### src/rtl/sprite_draw_engine_if.sv
// Arbiter-side handshake and pixel stream of one sprite draw engine.
interface sprite_draw_engine_if;
  logic       draw;
  logic [8:0] x_pos;
  logic [7:0] y_pos;
  logic [1:0] frame_sel;
  logic       hit;
  logic [8:0] x_draw;
  logic [7:0] y_draw;
  logic [5:0] colour;
  logic       VGA_write;
  logic       draw_done;

  modport master (
    output draw, x_pos, y_pos, frame_sel, hit,
    input  x_draw, y_draw, colour, VGA_write, draw_done
  );

  modport slave (
    input  draw, x_pos, y_pos, frame_sel, hit,
    output x_draw, y_draw, colour, VGA_write, draw_done
  );
endinterface

### src/rtl/sprite_draw_engine.sv
// Sprite pixel generator: walks the sprite ROM row-major and streams one
// clipped, optionally flashed pixel per cycle toward the VGA write port.
module sprite_draw_engine #(
  parameter int unsigned SPRITE_W     = 16,
  parameter int unsigned SPRITE_H     = 16,
  parameter logic [5:0]  TRANSPARENT  = 6'b000000,
  parameter logic [5:0]  FLASH_COLOUR = 6'b110000,
  parameter int unsigned SCREEN_W     = 320,
  parameter int unsigned SCREEN_H     = 240
) (
  input  logic                                             clock,
  input  logic                                             reset,
  sprite_draw_engine_if.slave                              bus,
  output logic [1+$clog2(SPRITE_W)+$clog2(SPRITE_H):0]     rom_addr,
  input  logic [5:0]                                       rom_data
);
  localparam int unsigned CW = $clog2(SPRITE_W);
  localparam int unsigned RW = $clog2(SPRITE_H);
  localparam int unsigned NW = CW + RW;

  typedef enum logic [1:0] {IDLE, RUN, DRAIN, DONE} state_t;

  state_t        state_q, state_d;
  logic [NW-1:0] count_q, count_d;
  logic          drain_q, drain_d;
  logic [8:0]    x_lat_q, x_lat_d;
  logic [7:0]    y_lat_q, y_lat_d;
  logic [1:0]    frame_q, frame_d;
  logic          hit_q, hit_d;
  logic          s1_valid_q, s1_valid_d;
  logic [RW-1:0] s1_row_q, s1_row_d;
  logic [CW-1:0] s1_col_q, s1_col_d;
  logic [8:0]    x_draw_q, x_draw_d;
  logic [7:0]    y_draw_q, y_draw_d;
  logic [5:0]    colour_q, colour_d;
  logic          write_q, write_d;
  logic          done_q, done_d;

  logic          abort;
  logic          pix_valid;
  logic          opaque;
  logic [9:0]    x_sum;
  logic [8:0]    y_sum;

  assign rom_addr      = (state_q == RUN) ? {frame_q, count_q} : '0;
  assign bus.x_draw    = x_draw_q;
  assign bus.y_draw    = y_draw_q;
  assign bus.colour    = colour_q;
  assign bus.VGA_write = write_q;
  assign bus.draw_done = done_q;

  // Next-state logic for the FSM, address counter and the two pipeline stages.
  always_comb begin
    state_d    = state_q;
    count_d    = count_q;
    drain_d    = drain_q;
    x_lat_d    = x_lat_q;
    y_lat_d    = y_lat_q;
    frame_d    = frame_q;
    hit_d      = hit_q;
    done_d     = done_q;
    s1_valid_d = 1'b0;
    s1_row_d   = count_q[NW-1:CW];
    s1_col_d   = count_q[CW-1:0];
    abort      = 1'b0;

    case (state_q)
      IDLE: begin
        if (bus.draw) begin
          x_lat_d = bus.x_pos;
          y_lat_d = bus.y_pos;
          frame_d = bus.frame_sel;
          hit_d   = bus.hit;
          count_d = '0;
          state_d = RUN;
        end
      end
      RUN: begin
        if (!bus.draw) begin
          abort   = 1'b1;
          state_d = IDLE;
        end else begin
          s1_valid_d = 1'b1;
          count_d    = count_q + 1'b1;
          if (count_q == '1) begin
            drain_d = 1'b0;
            state_d = DRAIN;
          end
        end
      end
      DRAIN: begin
        if (!bus.draw) begin
          abort   = 1'b1;
          state_d = IDLE;
        end else if (drain_q) begin
          done_d  = 1'b1;
          state_d = DONE;
        end else begin
          drain_d = 1'b1;
        end
      end
      DONE: begin
        if (!bus.draw) begin
          done_d  = 1'b0;
          state_d = IDLE;
        end
      end
      default: state_d = IDLE;
    endcase

    // An abort also squashes the pixel in flight so the strobe drops right
    // after the edge that sees draw low.
    pix_valid = s1_valid_q && !abort;
    opaque    = (rom_data != TRANSPARENT);
    x_sum     = {1'b0, x_lat_q} + 10'(s1_col_q);
    y_sum     = {1'b0, y_lat_q} + 9'(s1_row_q);
    if (pix_valid) begin
      x_draw_d = x_sum[8:0];
      y_draw_d = y_sum[7:0];
      colour_d = (hit_q && opaque) ? FLASH_COLOUR : rom_data;
      write_d  = opaque && (x_sum < 10'(SCREEN_W)) && (y_sum < 9'(SCREEN_H));
    end else begin
      x_draw_d = '0;
      y_draw_d = '0;
      colour_d = '0;
      write_d  = 1'b0;
    end
  end

  // State and pipeline registers with synchronous active-low reset.
  always_ff @(posedge clock) begin
    if (!reset) begin
      state_q    <= IDLE;
      count_q    <= '0;
      drain_q    <= 1'b0;
      x_lat_q    <= '0;
      y_lat_q    <= '0;
      frame_q    <= '0;
      hit_q      <= 1'b0;
      s1_valid_q <= 1'b0;
      s1_row_q   <= '0;
      s1_col_q   <= '0;
      x_draw_q   <= '0;
      y_draw_q   <= '0;
      colour_q   <= '0;
      write_q    <= 1'b0;
      done_q     <= 1'b0;
    end else begin
      state_q    <= state_d;
      count_q    <= count_d;
      drain_q    <= drain_d;
      x_lat_q    <= x_lat_d;
      y_lat_q    <= y_lat_d;
      frame_q    <= frame_d;
      hit_q      <= hit_d;
      s1_valid_q <= s1_valid_d;
      s1_row_q   <= s1_row_d;
      s1_col_q   <= s1_col_d;
      x_draw_q   <= x_draw_d;
      y_draw_q   <= y_draw_d;
      colour_q   <= colour_d;
      write_q    <= write_d;
      done_q     <= done_d;
    end
  end
endmodule

### src/flat_wrapper.sv
// flat-port wrapper written by rule: the top's interface ports become plain ports
module sprite_draw_engine_flat 
#(
  parameter int unsigned SPRITE_W     = 16,
  parameter int unsigned SPRITE_H     = 16,
  parameter logic [5:0]  TRANSPARENT  = 6'b000000,
  parameter logic [5:0]  FLASH_COLOUR = 6'b110000,
  parameter int unsigned SCREEN_W     = 320,
  parameter int unsigned SCREEN_H     = 240
)
  (clock, reset, rom_addr, rom_data, bus_draw, bus_x_pos, bus_y_pos, bus_frame_sel, bus_hit, bus_x_draw, bus_y_draw, bus_colour, bus_VGA_write, bus_draw_done);
  sprite_draw_engine_if bus_i ();
  input  logic clock;
  input  logic reset;
  output logic [1+$clog2(SPRITE_W)+$clog2(SPRITE_H):0] rom_addr;
  input  logic [5:0] rom_data;
  input wire logic [$bits(bus_i.draw)-1:0] bus_draw;
  input wire logic [$bits(bus_i.x_pos)-1:0] bus_x_pos;
  input wire logic [$bits(bus_i.y_pos)-1:0] bus_y_pos;
  input wire logic [$bits(bus_i.frame_sel)-1:0] bus_frame_sel;
  input wire logic [$bits(bus_i.hit)-1:0] bus_hit;
  output wire logic [$bits(bus_i.x_draw)-1:0] bus_x_draw;
  output wire logic [$bits(bus_i.y_draw)-1:0] bus_y_draw;
  output wire logic [$bits(bus_i.colour)-1:0] bus_colour;
  output wire logic [$bits(bus_i.VGA_write)-1:0] bus_VGA_write;
  output wire logic [$bits(bus_i.draw_done)-1:0] bus_draw_done;
  assign bus_i.draw = bus_draw;
  assign bus_i.x_pos = bus_x_pos;
  assign bus_i.y_pos = bus_y_pos;
  assign bus_i.frame_sel = bus_frame_sel;
  assign bus_i.hit = bus_hit;
  assign bus_x_draw = bus_i.x_draw;
  assign bus_y_draw = bus_i.y_draw;
  assign bus_colour = bus_i.colour;
  assign bus_VGA_write = bus_i.VGA_write;
  assign bus_draw_done = bus_i.draw_done;
  sprite_draw_engine #(.SPRITE_W(SPRITE_W), .SPRITE_H(SPRITE_H), .TRANSPARENT(TRANSPARENT), .FLASH_COLOUR(FLASH_COLOUR), .SCREEN_W(SCREEN_W), .SCREEN_H(SCREEN_H)) u_core (.clock(clock), .reset(reset), .bus(bus_i), .rom_addr(rom_addr), .rom_data(rom_data));
endmodule
### config.mk
export PLATFORM = sky130hd
export DESIGN_NAME = sprite_draw_engine_flat
export DESIGN_NICKNAME = d
export VERILOG_FILES = /design/src/rtl/sprite_draw_engine_if.sv /design/src/rtl/sprite_draw_engine.sv /design/src/flat_wrapper.sv
export SDC_FILE = /design/constraint.sdc
export NUM_CORES = 1
export LEC_CHECK = 0
export ABC_AREA = 1
export CORE_MARGIN = 2
export CORE_UTILIZATION = 30
export DETAILED_ROUTE_END_ITERATION = 8
export SLEW_MARGIN = 20
export SYNTH_ARGS = -nofsm -noshare
export SYNTH_HDL_FRONTEND = slang
export SYNTH_SLANG_ARGS = --single-unit
### constraint.sdc
create_clock -name clock -period 1.9 [get_ports clock]
set_input_delay 0.38 -clock clock [delete_from_list [all_inputs] [get_ports clock]]
set_output_delay 0.38 -clock clock [all_outputs]
set_load 0.02 [all_outputs]
==> run_results.csv, run 1 <==
group,metric,value,unit
grt,grt_overflow_total,0,
pwr,max-vdd-ir-drop,389,uV
hold_path,hold_start,"u_core.bus.draw_done",
worst_setup_path,r2r_start,"u_core.y_lat_q[0]",
floorplan,die_w,101,um
clock_network,cts.sinks,65,
finish,final_cell_area,3760,um^2
placement,port-buffer-count,63,
finish,multi_input_area,1250,um^2
timing,finalCritPeriodShare,92.5,%
worst_setup_path,crit_start,"u_core.y_lat_q[0]",
worst_setup_path,crit_family,"simple AND/OR/NAND/NOR gates",
logic_synthesis,yosysUniqueCellTypes,27,
timing,setup-tns-final,0,ps
routing,ant_nets,0,
clock_network,clkTransAtPathRegs,70,ps
routing,wl_per_cell,11.2,um
timing,fmax,569,MHz
pwr,p_leak,1.76,nW
grt,antenna_found_initial,0,
clock_network,clockBufferDepth,2,
timing,skew,8.12,ps
finish,postLayoutCoreUtil,40.9,%
routing,drt_pass1_iterations,6,
clock_network,cts_htree_levels,3,
floorplan,core-area,9200,um^2
timing,fin_crit,1760,ps
job,maxCapViolations,0,
logic_synthesis,syn_avg_cell_area,7.36,um^2
finish,layout-drive-gt1-share,8.28,%
placement,place.gp.congestion,0.871,
logic_synthesis,synthesis.nets,427,
logic_synthesis,yosysTopAreaCell,"dfxtp_1",
clock_network,cts_tree,"built",
placement,placedInstanceArea,3610,um^2
logic_synthesis,synth_top_area_share,46.1,%
timing,slew_viol_final,0,
logic_synthesis,synth_area,2820,um^2
worst_setup_path,path_class,"reg -> reg",
floorplan,row_count,35,
routing,drt_wl_total,6.39,mm
grt,grt_pass1_vias,2387,
timing,hold-worst-slack,481,ps
timing,relSlewSlack,71.0,%
grt,grt_pass1_wl,10.5,mm
grt,grt_util_all_layers,13.3,%
worst_setup_path,crit_top_cell,"nand2_1",
finish,antenna_cells,0,
pwr,p_per_area,1020,nW/um^2
finish,layout_commonest_cell,"nand2_1",
worst_setup_path,required,2140,ps
worst_setup_path,critical_path.max_stage_delay,350,ps
worst_setup_path,worst_setup_path_end_kind,"register",
floorplan,initial_utilization,30.7,%
finish,regArea,1300,um^2
worst_setup_path,critical_path_arrival,1990,ps
logic_synthesis,yosys_warnings,0,
timing,worstMarginPinSlew,435,ps
worst_setup_path,slowest_stage,"fa_1",
routing,num_vias,2546,
logic_synthesis,ys_seq_area_share,46.1,%
worst_setup_path,crit_path_start_kind,"register",
grt,grt_max_degree,31,
routing,drc,0,
clock_network,post_cts.repair.setup_buffers,0,
clock_network,cts_hold_buf,0,
pwr,finalPower,0.00382,W
clock_network,numCtsBuffers,9,
logic_synthesis,ys_ff_latch,65,
floorplan,die_area,10200,um^2
timing,setup_viol,0,
worst_setup_path,crit_path_max_fanout,3,
worst_setup_path,path_buf_inv,2,
clock_network,root_buffer,"clkbuf_8",
logic_synthesis,synthTopCellsByArea,"dfxtp_1 (46%), nand2_1 (11%), inv_1 (8.1%), nor2_1 (7.7%), o21ai_0 (5.9%)",
clock_network,insertion_delay,340,ps
finish,final_nets,498,
floorplan,die_y,101,um
timing,rsz0062_at_grt,"false",
placement,hpwl,4.74,mm
routing,via_per_inst,4.47,
hold_path,hold_path.class,"reg -> reg",
timing,hold_viol,0,
logic_synthesis,postSynthCellCount,383,
status,outcome,"finished clean",
finish,layout_common_cells,"nand2_1 (82), dfxtp_1 (65), inv_1 (61)",
worst_setup_path,path_cells,"ha_1 -> inv_1 -> fa_1 -> inv_1 -> nand3_1 -> nand2_1 -> nand2_1 -> nor3_1 -> nor2_1 -> nand2_1 -> nor2_1",
finish,fillers,943,
finish,syn2layout_area_growth,33.5,%
routing,drtIter0Drc,74,
floorplan,num_io_pins,64,
-- worst min-delay path: cells and delay by family (launching register included) --
kind                   cells  cell delay, ps
AO/OA/AOI/OAI              1              60
buffers and inverters      1              50
flip-flops                 1             320
-- kinds of logic after synthesis --
logic type,synth area share [%]
fa+ha+maj,7.19
xor+xnor,0.932
buf+inv,9.76
compound gates,12.1
flops,46.1
simple gates,23.9
-- cell type report --
| cell class | instances | area share, % |
|---|---|---|
| Multi-Input combinational cell | 248 | 33.2 |
| Sequential cell | 65 | 34.6 |
| Clock buffer | 10 | 3.66 |
| Clock inverter | 6 | 1.53 |
| Tap cell | 111 | 3.69 |
| Timing Repair Buffer | 69 | 17.3 |
| Inverter | 61 | 6.08 |
-- cell usage after synthesis (all sizes together) --
master,count
a31oi,1
nor2,59
nand2,83
ha,13
o22ai,1
nand3,12
dfxtp,65
o211a,1
buf,5
nor3b,1
o21bai,1
clkbuf,4
xor2,2
nand4,5
a21oi,24
a21o,1
fa,2
nor3,4
inv,61
o21ai,35
a221oi,1
xnor2,1
or2,1
-- report_power, final --
group	internal [W]	total (W)	switching (W)
Sequential	0.00154	0.00167	0.000128
Clock	0.000632	0.00116	0.000527
Combinational	0.000415	0.000997	0.000582
Total	0.00259	0.00382	0.00124
-- state kept, by name, indices dropped and copies added, names as in the netlist, 4 cells and up --
register,cells
u_core.count_q,8
u_core.bus.x_draw,9
u_core.s1_col_q,4
u_core.s1_row_q,4
u_core.y_lat_q,8
u_core.x_lat_q,9
u_core.bus.colour,6
u_core.bus.y_draw,8
-- path summary, 6_finish.rpt --
check,end,slack [ps],cells past startpoint
worst max register to register,u_core.bus.VGA_write,140,11
worst min-delay path,u_core.bus.draw_done,480,2
worst min register to register,u_core.bus.draw_done,480,2
worst max-delay path,u_core.bus.VGA_write,140,11
-- layer usage --
metal / vias to the layer above / routed length, um / GRT usage [%]
met2: 76 / 2870 / 21.0
li1: 1341 / - / -
met5: - / 0 / 0
met1: 1118 / 3050 / 16.4
met3: 11 / 375 / 4.09
met4: 0 / 95 / 6.55
-- metrics by stage --
stage | setup slack (ps) | cells
2_1_floorplan | 356 | 383
3_3_place_gp | -41.0 | 554
3_5_place_dp | -21.0 | 554
4_1_cts | 7.70 | 570
5_1_grt | 15.9 | 570
6_report | 142 | 570
-- what timing repair did --
item,4_1_cts,5_1_grt
endpoints found under the setup margin,10,11
pin swaps,0,0
gates resized for setup,30,12
Note: power is estimated with default switching activity, not from simulation.
==> inputs of run 2 (changes only) <==
--- a/config.mk
+++ b/config.mk
@@ -15 +15,2 @@
 export SYNTH_SLANG_ARGS = --single-unit
+export TNS_END_PERCENT = 50
==> constraint.sdc (replaced) <==
create_clock -name clock -period 1.9 [get_ports clock]
set_input_delay 0.57 -clock clock [delete_from_list [all_inputs] [get_ports clock]]
set_output_delay 0.57 -clock clock [all_outputs]
set_load 0.02 [all_outputs]
==> run 2 against run 1 <==
Net effect:
- final area rose by 2.9%
- first-iteration DRC count rose by 5.4%
- routed wire length increased by 3.8%
- critical path type is now reg -> out
- critical endpoint is now rom_addr[1]
- highest routed layer unchanged
==> run_results.csv, run 2 (synthesis gave the netlist of run 1 again) <==
group,metric,value,unit
placement,hpwl,5.11,mm
finish,layout-drive-gt1-share,11.2,%
clock_network,cts_htree_levels,3,
routing,drt_pass1_iterations,4,
floorplan,row_count,35,
worst_setup_path,r2r_start,"u_core.s1_col_q[0]",
finish,syn2layout_area_growth,37.3,%
pwr,max-vdd-ir-drop,355,uV
routing,drtIter0Drc,78,
finish,postLayoutCoreUtil,42.1,%
worst_setup_path,worst_setup_path_end_kind,"primary output",
grt,grt_overflow_total,0,
grt,grt_max_degree,27,
timing,rsz0062_at_grt,"true",
floorplan,core-area,9200,um^2
clock_network,insertion_delay,340,ps
finish,layout_common_cells,"nand2_1 (81), dfxtp_1 (64), inv_1 (60)",
floorplan,die_y,101,um
timing,worstMarginPinSlew,454,ps
timing,fin_ws,63.7,ps
worst_setup_path,required,1330,ps
job,maxCapViolations,0,
worst_setup_path,r2r_slack,180,ps
timing,skew,8.80,ps
clock_network,numCtsBuffers,9,
worst_setup_path,crit_path_max_fanout,4,
worst_setup_path,critPathCapture,"rom_addr[1]",
grt,antenna_found_initial,0,
clock_network,cts.sinks,65,
grt,grt_pass1_wl,11.1,mm
worst_setup_path,critical_path_arrival,1270,ps
routing,wl_per_cell,11.4,um
floorplan,die_w,101,um
worst_setup_path,crit_path_start_kind,"register",
pwr,p_per_area,980,nW/um^2
timing,setup_viol,0,
clock_network,post_cts.repair.setup_buffers,0,
timing,slew_viol_final,0,
routing,drt_wl_total,6.63,mm
worst_setup_path,r2r_cells,11,
finish,final_nets,512,
worst_setup_path,crit_start,"u_core.state_q[1]",
clock_network,clockBufferDepth,2,
placement,port-buffer-count,63,
routing,drc,0,
clock_network,root_buffer,"clkbuf_8",
status,outcome,"finished clean",
placement,place_ws,-207,ps
floorplan,initial_utilization,30.7,%
placement,place.gp.congestion,0.803,
floorplan,die_area,10200,um^2
clock_network,clkTransAtPathRegs,70,ps
timing,hold_viol,0,
worst_setup_path,path_class,"reg -> out",
timing,fin_crit,1840,ps
finish,layout_commonest_cell,"nand2_1",
routing,num_vias,2607,
pwr,p_leak,1.84,nW
hold_path,hold_path.class,"reg -> reg",
worst_setup_path,worstReg2RegEnd,"u_core.bus.VGA_write",
clock_network,cts_tree,"built",
timing,finalCritPeriodShare,96.6,%
routing,ant_nets,0,
finish,fillers,962,
timing,fmax,545,MHz
grt,grt_pass1_vias,2487,
routing,via_per_inst,4.46,
floorplan,num_io_pins,64,
grt,grt_util_all_layers,14.0,%
timing,relSlewSlack,69.6,%
finish,antenna_cells,0,
## run 2: layer usage
metal / wire [um] / vias up / part of all wire (%) / global-route usage [%]
met3: 341 / 11 / 5.1 / 3.54
met1: 3030 / 1171 / 46 / 16.6
met4: 144 / 0 / 2.2 / 7.07
met5: 0 / - / 0 / 0
met2: 3120 / 55 / 47 / 23.3
li1: - / 1370 / - / -
## run 2: what timing repair did
action,CTS,global route
setup endpoints to repair,10,12
hold buffers,0,0
pin swaps,0,0
gates resized for setup,43,14
## run 2: how the worst min path moves through the flow
| stage | startpoint | end | slack, ps | cells past startpoint |
|---|---|---|---|---|
| floorplan | u_core.count_q[4] | u_core.s1_row_q[0] | 430 | 2 |
| global placement | u_core.bus.draw_done | u_core.bus.draw_done | 460 | 2 |
| detailed placement | u_core.bus.draw_done | u_core.bus.draw_done | 470 | 2 |
| CTS | u_core.bus.draw_done | u_core.bus.draw_done | 480 | 2 |
| global route | u_core.bus.draw_done | u_core.bus.draw_done | 490 | 2 |
| finish | u_core.bus.draw_done | u_core.bus.draw_done | 470 | 2 |
## run 2: metrics by stage
step                cells  hold slack (ps)  total power [W]  instance area (um^2)  TNS, ps
CTS                   584              478          0.00384                  3840        0
floorplan             383              433          0.00233                  2820        0
global route          584              490          0.00408                  3870    -24.9
global placement      568              461          0.00276                  3710    -5080
finish                584              470          0.00380                  3870        0
detailed placement    568              466          0.00279                  3710    -6060
## run 2: power breakdown
part           switching [W]  internal [W]
Sequential          0.000131       0.00154
Clock               0.000496      0.000539
Combinational       0.000608      0.000480
Total                0.00123       0.00256
## run 2: layout make-up
class	instances	area (um^2)	area share [%]
inverter	61	229	5.91
multi-input combinational	248	1250	32.4
timing repair buffer	83	774	20.0
sequential	65	1300	33.6
clock inverter	3	15.0	0.388
clock buffer	13	159	4.10
tap	111	139	3.59
## run 2: critical path: stages, from the launching register on
cell	delay (ps)
dfxtp_2	330
inv_2	40
ha_2	170
buf_4	140
nand2_1	60
inv_1	30
buf_4	140
==> inputs of run 3 (changes only) <==
- CORE_MARGIN: 2 -> unset
- SETUP_SLACK_MARGIN: unset -> 0.15
==> run 3 against run 2 <==
Net effect:
- setup slack better by 40 ps
- clock-buffer cell count did not move
- combinational power is 20% higher
- critical path depth unchanged
- die area fell by 3.9%
- final area increased by 4.8%
- clock power shrank 11%
- hold slack better by 14 ps
- fmax up 2.2%
- global-route usage grew 0.81 points
- routed wire length increased by 1.1%
- largest cell class is now multi-input gates
- largest power group unchanged
- highest routed layer unchanged
==> run_results.csv, run 3 (synthesis gave the netlist of run 1 again) <==
group,metric,value,unit
status,outcome,"finished clean",
worst_setup_path,path_class,"reg -> out",
routing,drtIter0Drc,141,
routing,met1Wirelength,3.10,mm
worst_setup_path,worst_setup_path_end_kind,"primary output",
floorplan,core-area,9150,um^2
routing,routed-wl-met3,293,um
finish,syn2layout_area_growth,43.9,%
clock_network,clockBufferDepth,2,
pwr,max-vdd-ir-drop,601,uV
grt,grt_util_all_layers,14.8,%
worst_setup_path,required,1330,ps
timing,fmax,557,MHz
routing,via_per_inst,4.42,
routing,met2_length,3.21,mm
hold_path,worst_hold_path.endpoint,"u_core.drain_q",
placement,dpl.cell_count,569,
grt,antenna_found_initial,0,
hold_path,hold_start,"u_core.drain_q",
floorplan,initial_utilization,30.8,%
timing,slew_viol_final,0,
grt,grt_pass1_wl,11.4,mm
worst_setup_path,crit_path_max_fanout,5,
timing,worstMarginPinSlew,296,ps
hold_path,min_path_cells,2,
worst_setup_path,r2r_slack,190,ps
floorplan,die_area,9790,um^2
clock_network,cts_htree_levels,3,
clock_network,clkTransAtPathRegs,60,ps
timing,skew,6.14,ps
routing,num_vias,2599,
placement,place.gp.congestion,0.862,
worst_setup_path,critical_path_arrival,1230,ps
clock_network,cts_tree,"built",
pwr,p_leak,2.07,nW
routing,drt_wl_total,6.70,mm
floorplan,die_y,99.0,um
timing,fin_crit,1800,ps
finish,layout.cells.non_filler,588,
pwr,p_per_area,966,nW/um^2
routing,ant_nets,0,
floorplan,die_w,99.0,um
routing,wl_per_cell,11.4,um
finish,layout_commonest_cell,"nand2_1",
finish,layout-drive-gt1-share,17.4,%
clock_network,cts.sinks,65,
worst_setup_path,crit_path_start_kind,"register",
timing,setup_viol,0,
timing,hold_viol,0,
job,maxCapViolations,0,
grt,grt_overflow_total,0,
floorplan,num_io_pins,64,
worst_setup_path,r2r_cells,11,
clock_network,cts_hold_buf,0,
timing,hold-worst-slack,484,ps
placement,hpwl,4.89,mm
timing,relSlewSlack,80.2,%
clock_network,root_buffer,"clkbuf_8",
worst_setup_path,r2r_start,"u_core.y_lat_q[0]",
placement,port-buffer-count,63,
worst_setup_path,worstReg2RegEnd,"u_core.bus.VGA_write",
clock_network,numCtsBuffers,9,
routing,top_layer,"met4",
hold_path,hold_path.class,"reg -> reg",
finish,layout_common_cells,"nand2_1 (69), dfxtp_1 (62), nor2_1 (58)",
timing,finalCritPeriodShare,94.6,%
finish,antenna_cells,0,
pwr,finalPower,0.00392,W
routing,drt_pass1_iterations,4,
grt,grt_max_degree,31,
finish,final_nets,518,
grt,grt_pass1_vias,2590,
timing,rsz0062_at_grt,"true",
routing,drc,0,
floorplan,row_count,35,
clock_network,insertion_delay,320,ps
## run 3: cell types whose count changed in the layout (fill, tap and decap cells not counted), moves of 8 or more
cell / before / now
buf_4: 28 / 19
buf_6: 1 / 13
clkdlybuf4s50_1: 52 / 34
dlygate4sd2_1: 0 / 10
dlymetal6s2s_1: 1 / 9
inv_1: 60 / 50
inv_2: 1 / 9
nand2_1: 81 / 69
nand2_2: 2 / 13
## run 3: routing by layer
metal	global-route usage, %	vias to the layer above
met5	0	-
li1	-	1384
met4	3.90	0
met3	4.96	6
met2	25.1	64
met1	17.9	1145
## run 3: cell type report
type	count	area, um^2
clock inverter	1	5.00
sequential	65	1310
multi-input combinational	248	1320
inverter	61	235
clock buffer	13	139
fill	899	5090
tap	111	139
timing repair buffer	89	915
## run 3: worst max-delay path, stage by stage (launching register included)
cell and delay [ps]:
dfxtp_2 320, inv_2 70, ha_4 160, buf_6 130, nand2_2 60, inv_2 60, buf_6 100
## run 3: worst max-delay path by stage
stage / start / endpoint / slack, ps / cells after the start
floorplan: u_core.state_q[1] / rom_addr[0] / 260 / 5
global placement: bus_draw / u_core.bus.y_draw[5] / -150 / 7
detailed placement: bus_draw / u_core.bus.colour[5] / -240 / 7
CTS: u_core.state_q[1] / rom_addr[3] / 70 / 6
global route: u_core.x_lat_q[0] / u_core.bus.VGA_write / 20 / 10
finish: u_core.state_q[1] / rom_addr[6] / 100 / 6
## run 3: repair_timing
item                                   in CTS  in global routing
cloned                                      1                  1
setup endpoints to repair                  41                 61
resized for setup                          80                 42
setup buffers                               2                  1
endpoints found under the hold margin       0                  0
pin swaps                                   0                  6
## run 3: power breakdown
group	internal [W]	total, W	switching, W	leakage [nW]
registers	0.00155	0.00169	0.000143	0.530
logic	0.000624	0.00131	0.000688	1.47
clock network	0.000459	0.000918	0.000459	0.0733
## run 3: metrics by stage
step	TNS [ps]	setup WS, ps	utilization (%)	area (um^2)
after floorplan	0	259	-	2820
after global placement	-3910	-153	40.6	3710
after detailed placement	-5930	-236	40.6	3710
after CTS	0	68.9	42.6	3900
after global routing	0	15.6	44.3	4060
final	0	103	44.3	4060
